**src/rtl/sync_edge_bank.sv**
```systemverilog
// Multi-channel input synchronizer with per-channel debounce,
// programmable edge detection and sticky event flags.
module sync_edge_bank #(
  parameter int NCH         = 4,
  parameter int SYNC_STAGES = 2,
  parameter int DEB_W       = 4
) (
  input  logic             clk,
  input  logic             rst_n,
  input  logic [NCH-1:0]   asynch_sig_in,
  input  logic [1:0]       mode,
  input  logic [DEB_W-1:0] deb_cnt,
  input  logic [NCH-1:0]   evt_clr,
  output logic [NCH-1:0]   lvl,
  output logic [NCH-1:0]   edge_pulse,
  output logic [NCH-1:0]   evt_flag
);

  logic [NCH-1:0]   sync_q [SYNC_STAGES];
  logic [DEB_W-1:0] cnt_q  [NCH];
  logic [DEB_W-1:0] cnt_n  [NCH];
  logic [NCH-1:0]   s;
  logic [NCH-1:0]   lvl_n;
  logic [NCH-1:0]   chg;
  logic [NCH-1:0]   pulse_n;
  logic             rise_en;
  logic             fall_en;

  assign s = sync_q[SYNC_STAGES-1];

  always_comb begin
    rise_en = 1'b0;
    fall_en = 1'b0;
    unique case (mode)
      2'b00:   rise_en = 1'b1;
      2'b01:   fall_en = 1'b1;
      2'b10: begin
        rise_en = 1'b1;
        fall_en = 1'b1;
      end
      default: ;
    endcase
  end

  // Counter only runs while s disagrees with lvl; the >= compare
  // caps it at deb_cnt and honours a lowered threshold at once.
  always_comb begin
    lvl_n   = lvl;
    chg     = '0;
    pulse_n = '0;
    for (int i = 0; i < NCH; i++) begin
      cnt_n[i] = '0;
      if (s[i] != lvl[i]) begin
        if (cnt_q[i] >= deb_cnt) begin
          lvl_n[i] = s[i];
          chg[i]   = 1'b1;
        end else begin
          cnt_n[i] = cnt_q[i] + 1'b1;
        end
      end
      pulse_n[i] = chg[i] &
                   (s[i] ? rise_en : fall_en);
    end
  end

  always_ff @(posedge clk or negedge rst_n) begin
    if (!rst_n) begin
      for (int k = 0; k < SYNC_STAGES; k++)
        sync_q[k] <= '0;
      for (int i = 0; i < NCH; i++)
        cnt_q[i] <= '0;
      lvl        <= '0;
      edge_pulse <= '0;
      evt_flag   <= '0;
    end else begin
      sync_q[0] <= asynch_sig_in;
      for (int k = 1; k < SYNC_STAGES; k++)
        sync_q[k] <= sync_q[k-1];
      for (int i = 0; i < NCH; i++)
        cnt_q[i] <= cnt_n[i];
      lvl        <= lvl_n;
      edge_pulse <= pulse_n;
      // Set dominates a coincident clear.
      evt_flag   <= pulse_n | (evt_flag & ~evt_clr);
    end
  end

endmodule

```
**config.mk**
```make
export PLATFORM = sky130hd
export DESIGN_NAME = sync_edge_bank
export DESIGN_NICKNAME = d
export VERILOG_FILES = /design/src/rtl/sync_edge_bank.sv
export SDC_FILE = /design/constraint.sdc
export NUM_CORES = 1
export LEC_CHECK = 0
export CAP_MARGIN = 30
export CORE_MARGIN = 3
export CORE_UTILIZATION = 25
export DETAILED_ROUTE_END_ITERATION = 8
export SYNTH_ARGS = -nofsm -noshare
export SYNTH_HDL_FRONTEND = slang
export SYNTH_SLANG_ARGS = --single-unit
export TNS_END_PERCENT = 20
```
**constraint.sdc**
```tcl
create_clock -name clk -period 2.89 [get_ports clk]
set_clock_uncertainty 0.15 [all_clocks]
set_input_delay 0.4335 -clock clk [delete_from_list [all_inputs] [get_ports clk]]
set_output_delay 0.4335 -clock clk [all_outputs]
set_load 0.02 [all_outputs]
```
==> results of run 1 <==
cells by family after synthesis:
| family | count (synthesis) |
|---|---|
| AOI/OAI and AO/OA | 28 |
| xor gates and xnor gates | 12 |
| adders and majority gates | 22 |
| buffers and inverters | 17 |
| DFF | 36 |
| and+or+nand+nor | 41 |
through the flow:
stage / cell area (µm²) / instances / worst slack, ns / hold WS (ns)
global route: 2300 / 287 / 0.707 / 0.163
detailed placement: 2200 / 279 / 0.510 / 0.185
floorplan: 1820 / 156 / 1.17 / -0.0121
finish: 2300 / 287 / 0.824 / 0.0880
global placement: 2200 / 279 / 0.491 / 0.182
CTS: 2300 / 287 / 0.799 / 0.120
worst max-delay path by stage:
stage / to / startpoint
global placement: lvl[1]$_DFFE_PN0P_ / deb_cnt[0]
global route: lvl[1]$_DFFE_PN0P_ / deb_cnt[0]
floorplan: cnt_q[13]$_DFF_PN0_ / deb_cnt[0]
CTS: lvl[1]$_DFFE_PN0P_ / deb_cnt[0]
finish: cnt_q[9]$_DFF_PN0_ / deb_cnt[0]
detailed placement: cnt_q[9]$_DFF_PN0_ / deb_cnt[0]
cell usage after synthesis:
master and instances:
o21a_1 4, nor3_1 4, a31oi_1 4, o22ai_1 4, o21ai_0 10, o21ai_1 2, nand3_1 4, inv_1 17
ha_1 22, xnor2_1 4, or2_2 4, a2111oi_4 4, dfrtp_1 36, xor2_1 8, nand2b_4 4, and3_1 4
nor2_1 21
flip-flops by register name (all words and copies together) (netlist names):
name	flops
evt_flag	4
cnt_q	16
sync_q	4
lvl	4
s	4
edge_pulse	4
power by group through the flow:
stage          registers, mW  clock network (mW)  logic (mW)
3_3_place_gp           0.714                   0       0.613
6_report               0.705               0.367       0.615
3_5_place_dp           0.716                   0       0.620
5_1_grt                0.723               0.408       0.691
4_1_cts                0.707               0.382       0.625
2_1_floorplan          0.737                   0       0.401
per-layer routing:
layer | vias up | GRT usage (%) | routed length [µm]
met1 | 581 | 12.1 | 1640
met4 | 0 | 2.64 | 17
met2 | 26 | 12.8 | 1430
met5 | - | 0 | 0
met3 | 2 | 2.90 | 170
li1 | 598 | - | -
final cells by class:
cell class,count,area (µm²)
sequential,36,901
fill,735,4610
tap,96,120
clock buffer,6,82.6
clock inverter,2,10.0
inverter,17,63.8
multi-input combinational,103,855
timing repair buffer,27,265
==> flow_summary.yaml, run 1 <==
logic_synthesis:
  synth_compound_area_share_pct: 13.8
  avgSynthCellArea_um2: 11.7
  synthMuxAreaShare_pct: 0
  ys_top_cells_by_area: "dfrtp_1 (50%), ha_1 (15%), a2111oi_4 (6.1%), nor2_1 (4.3%), xor2_1 (3.9%)"
  syn-cell-area_um2: 1820
  syn_nets: 194
  synth-simple-area-share_pct: 12.3
  ys_seq_area_share_pct: 49.5
  yosysWarnings: 0
  synth_xor_area_share_pct: 5.78
  netlist_instances: 156
  synth_top_family_by_area: "adder cells"
  ys_types: 17
  synth-seq-cells: 36
  synth_top_cell_by_area: "dfrtp_1"
  synth_fa_ha_area_share_pct: 15.1
  synth_top_area_share_pct: 49.5
clocking:
  cts_buffers: 5
  cts_setup_buffers: 0
  hold_buffers: 0
  cts_tree: "yes"
  clk_latency_ns: 0.28
  clk_path_buf_depth: 2
  htreeDepth: 2
  ctsResizeCount: 0
  cts_sinks: 36
  cts-root-buf: "clkbuf_8"
  clk_pin_slew_ns: 0.08
finish:
  synthToLayoutAreaGrowth_pct: 26.3
  layout_commonest_cell: "dfrtp_1"
  fin_nets: 228
  diodes: 0
  final_cell_mix: "dfrtp_1 (36), clkdlybuf4s50_1 (26), ha_1 (22)"
  drive_above_1_share_pct: 11.0
  fin_util_pct: 33.3
grt:
  grt_pass1_wl_mm: 5.87
  grt_pass1_vias: 1291
  grt_max_degree: 37
  grt_util_all_layers_pct: 8.72
  grt_antenna_before_repair: 0
  grt_overflow: 0
setup_path:
  path_class: "in2reg"
  crit_slowest_cell: "clkdlybuf4s50_1"
  critical-path-top-delay-family: "buffers and inverters"
  setup.reg_to_reg.worst_slack_ns: 1.07
  crit_arrival_ns: 2.14
  crit_fanout: 4
  cp_cell_sequence: "clkdlybuf4s50_1 > ha_1 > nand2b_4 > a2111oi_4 > or2_2 > and3_1"
  reg2reg_depth: 6
  cp.required_ns: 2.96
  worstReg2RegStart: "cnt_q[8]$_DFF_PN0_"
  cp-start-kind: "input port"
  path_depth: 6
  cp-end-kind: "flip-flop"
  cp_num_buf_inv: 1
  rr_endpoint: "cnt_q[9]$_DFF_PN0_"
  max_stage_delay_ns: 0.50
detailed_routing:
  via_per_inst: 4.21
  drt_iter0_drc: 35
  routedWlPerCell_um: 11.4
  drt_wl_total_mm: 3.26
  vias: 1207
  drt_pass1_iterations: 2
  remaining_drc_errors: 0
  postRouteAntennaNets: 0
run_status:
  outcome: "finished clean"
timing:
  finalCritPeriodShare_pct: 71.5
  max_slew_margin_pct: 46.1
  fmax_mhz: 484
  rsz0062_at_grt: "no"
  hold_viol: 0
  finalSetupTns_ns: 0
  drv_slew: 0
  fin_crit_ns: 2.07
  tightest_slew_ns: 0.809
  setup_viol: 0
die:
  chipHeight_um: 91.3
  start_util_pct: 26.3
  fp.dieW_um: 91.3
  rows: 30
  io-pin-count: 28
  core_area_um2: 6910
  die_area_um2: 8340
job:
  maxCapViolCount: 0
power:
  seqPwrFrac_pct: 41.8
  power_mw: 1.69
  combPwrFrac_pct: 36.5
  p_sw_share_pct: 33.8
  p_per_area_nw_per_um2: 734
  p_leak_nw: 1.07
  internal_power_mw: 1.12
  p_sw_mw: 0.570
  peakVddDrop_uv: 258
  pwr-share-clk_pct: 21.7
placed_design:
  io_buffers: 27
  place_congestion: 0.800
  hpwlAfterDp_mm: 2.42
min_path:
  hold_class: "in2async"
Power figures use the tool's default switching activity.
==> run 2: changes to the inputs <==
==> constraint.sdc (replaced) <==
create_clock -name clk -period 2 [get_ports clk]
set_clock_uncertainty 0.15 [all_clocks]
set_input_delay 0.3 -clock clk [delete_from_list [all_inputs] [get_ports clk]]
set_output_delay 0.3 -clock clk [all_outputs]
set_load 0.02 [all_outputs]
==> run 2 against run 1 <==
Final cell count rose by 1.0%; total power grew 47%; routed wire length is 0.71% higher; combinational power increased by 46%; worst setup slack got worse by 0.66 ns; sequential power is 45% higher; die area stayed put; hold slack better by 0.11 ns; core utilization increased by 0.56 points; global-route usage decreased by 0.20 points; non-clock buffer count increased by 4; highest routed layer is now met3.
==> flow_summary.yaml, run 2 (same netlist as run 1, synthesis figures left out) <==
setup_path:
  crit_arrival_ns: 1.90
  cp-end-kind: "flip-flop"
  path_class: "in2reg"
  rr_endpoint: "cnt_q[9]$_DFF_PN0_"
  endpoint: "cnt_q[9]$_DFF_PN0_"
  cp.required_ns: 2.07
  path_depth: 6
  cp_num_buf_inv: 2
  crit_start: "deb_cnt[1]"
  cp_cell_sequence: "clkdlybuf4s50_1 > inv_1 > ha_1 > a2111oi_4 > or2_2 > and3_1"
  crit_slowest_cell: "clkdlybuf4s50_1"
  cp-start-kind: "input port"
  setup.reg_to_reg.worst_slack_ns: 0.18
  critical-path-top-delay-family: "buffers and inverters"
  reg2reg_depth: 6
  max_stage_delay_ns: 0.46
  crit_fanout: 4
  worstReg2RegStart: "cnt_q[8]$_DFF_PN0_"
grt:
  grt_util_all_layers_pct: 8.52
  grt_pass1_wl_mm: 5.69
  grt_pass1_vias: 1257
  grt_max_degree: 37
  grt_antenna_before_repair: 0
  grt_overflow: 0
finish:
  largest_reg_flops: 16
  stdcell_count: 290
  fin_nets: 232
  layout_commonest_cell: "dfrtp_1"
  synthToLayoutAreaGrowth_pct: 28.4
  top_register: "cnt_q"
  fin_util_pct: 33.8
  final_cell_mix: "dfrtp_1 (36), clkdlybuf4s50_1 (25), ha_1 (22)"
  diodes: 0
  layout.area.seq_um2: 901
  multi_input_area_um2: 855
  drive_above_1_share_pct: 11.9
  nFillCells: 723
clocking:
  cts_tree: "yes"
  clk_path_buf_depth: 2
  cts-root-buf: "clkbuf_8"
  clk_latency_ns: 0.28
  htreeDepth: 2
  cts_sinks: 36
  cts_setup_buffers: 0
  cts_buffers: 5
  clk_pin_slew_ns: 0.07
placed_design:
  hpwlAfterDp_mm: 2.46
  dp.cells: 282
  place_congestion: 0.805
  io_buffers: 27
timing:
  drv_slew: 0
  finalSetupTns_ns: 0
  setup_viol: 0
  fin_crit_ns: 1.83
  max_slew_margin_pct: 69.4
  hold_viol: 0
  finalCritPeriodShare_pct: 91.6
  rsz0062_at_grt: "no"
  fmax_mhz: 546
  tightest_slew_ns: 0.459
detailed_routing:
  routedWlPerCell_um: 11.3
  postRouteAntennaNets: 0
  via_per_inst: 4.20
  drt_wl_total_mm: 3.28
  vias: 1218
  remaining_drc_errors: 0
  drt_pass1_iterations: 2
  drt_iter0_drc: 18
die:
  start_util_pct: 26.3
  core_area_um2: 6910
  chipHeight_um: 91.3
  io-pin-count: 28
  die_area_um2: 8340
  rows: 30
  fp.dieW_um: 91.3
power:
  p_per_area_nw_per_um2: 1060
  p_leak_nw: 1.09
  peakVddDrop_uv: 369
run_status:
  outcome: "finished clean"
job:
  maxCapViolCount: 0
min_path:
  hold_class: "reg2reg"
-- run 2: cell count changes in the layout (fill, tap and decap cells not counted) --
cell / previous run / this run
o21ai_0: 10 / 9
dlygate4sd3_1: 0 / 1
dlymetal6s2s_1: 0 / 1
buf_4: 0 / 3
clkdlybuf4s50_1: 26 / 25
clkinv_2: 2 / 0
clkbuf_8: 6 / 7
o21ai_1: 2 / 3
-- run 2: final cells by class --
class	count	area share, %
Clock buffer	7	4.12
Inverter	17	2.73
Sequential cell	36	38.6
Timing Repair Buffer	31	12.9
Tap cell	96	5.14
Multi-Input combinational cell	103	36.6
-- run 2: through the flow --
step                      setup slack, ns  hold WS, ns  power, mW  area [µm²]
after floorplan                     0.314       -0.146       1.64        1820
after detailed placement           -0.265        0.187       1.94        2230
after global placement             -0.268        0.184       1.92        2230
after CTS                          0.0305        0.203       2.51        2330
final                               0.168        0.202       2.47        2340
after global routing               0.0749        0.222       2.64        2340
-- run 2: worst min path at each step --
stage                        start                  to  slack, ns  cells after the start
3_5_place_dp   sync_q[4]$_DFF_PN0_      s[0]$_DFF_PN0_       0.19                      0
4_1_cts        sync_q[4]$_DFF_PN0_      s[0]$_DFF_PN0_       0.20                      0
3_3_place_gp   sync_q[5]$_DFF_PN0_      s[1]$_DFF_PN0_       0.18                      0
6_report       sync_q[4]$_DFF_PN0_      s[0]$_DFF_PN0_       0.20                      0
5_1_grt        sync_q[5]$_DFF_PN0_      s[1]$_DFF_PN0_       0.22                      0
2_1_floorplan                rst_n  cnt_q[0]$_DFF_PN0_      -0.15                      0
-- run 2: routing by layer --
| metal | wire length (µm) | up-vias | global-route usage [%] | part of all wire, % |
|---|---|---|---|---|
| li1 | - | 608 | - | - |
| met1 | 1690 | 585 | 11.7 | 52 |
| met2 | 1460 | 25 | 13.1 | 44 |
| met3 | 132 | 0 | 2.73 | 4.0 |
| met4 | 0 | 0 | 1.88 | 0 |
| met5 | 0 | - | 0 | 0 |
-- run 2: where the power goes --
group          total (mW)  switching, mW  internal (mW)
sequential           1.02          0.150          0.871
combinational       0.897          0.421          0.475
clock               0.556          0.249          0.307
-- run 2: timing repair --
item | in CTS | in global routing
setup endpoints to repair | 0 | 23
endpoints found under the hold margin | 36 | 0
resized for setup | 0 | 2
hold buffers | 1 | 0
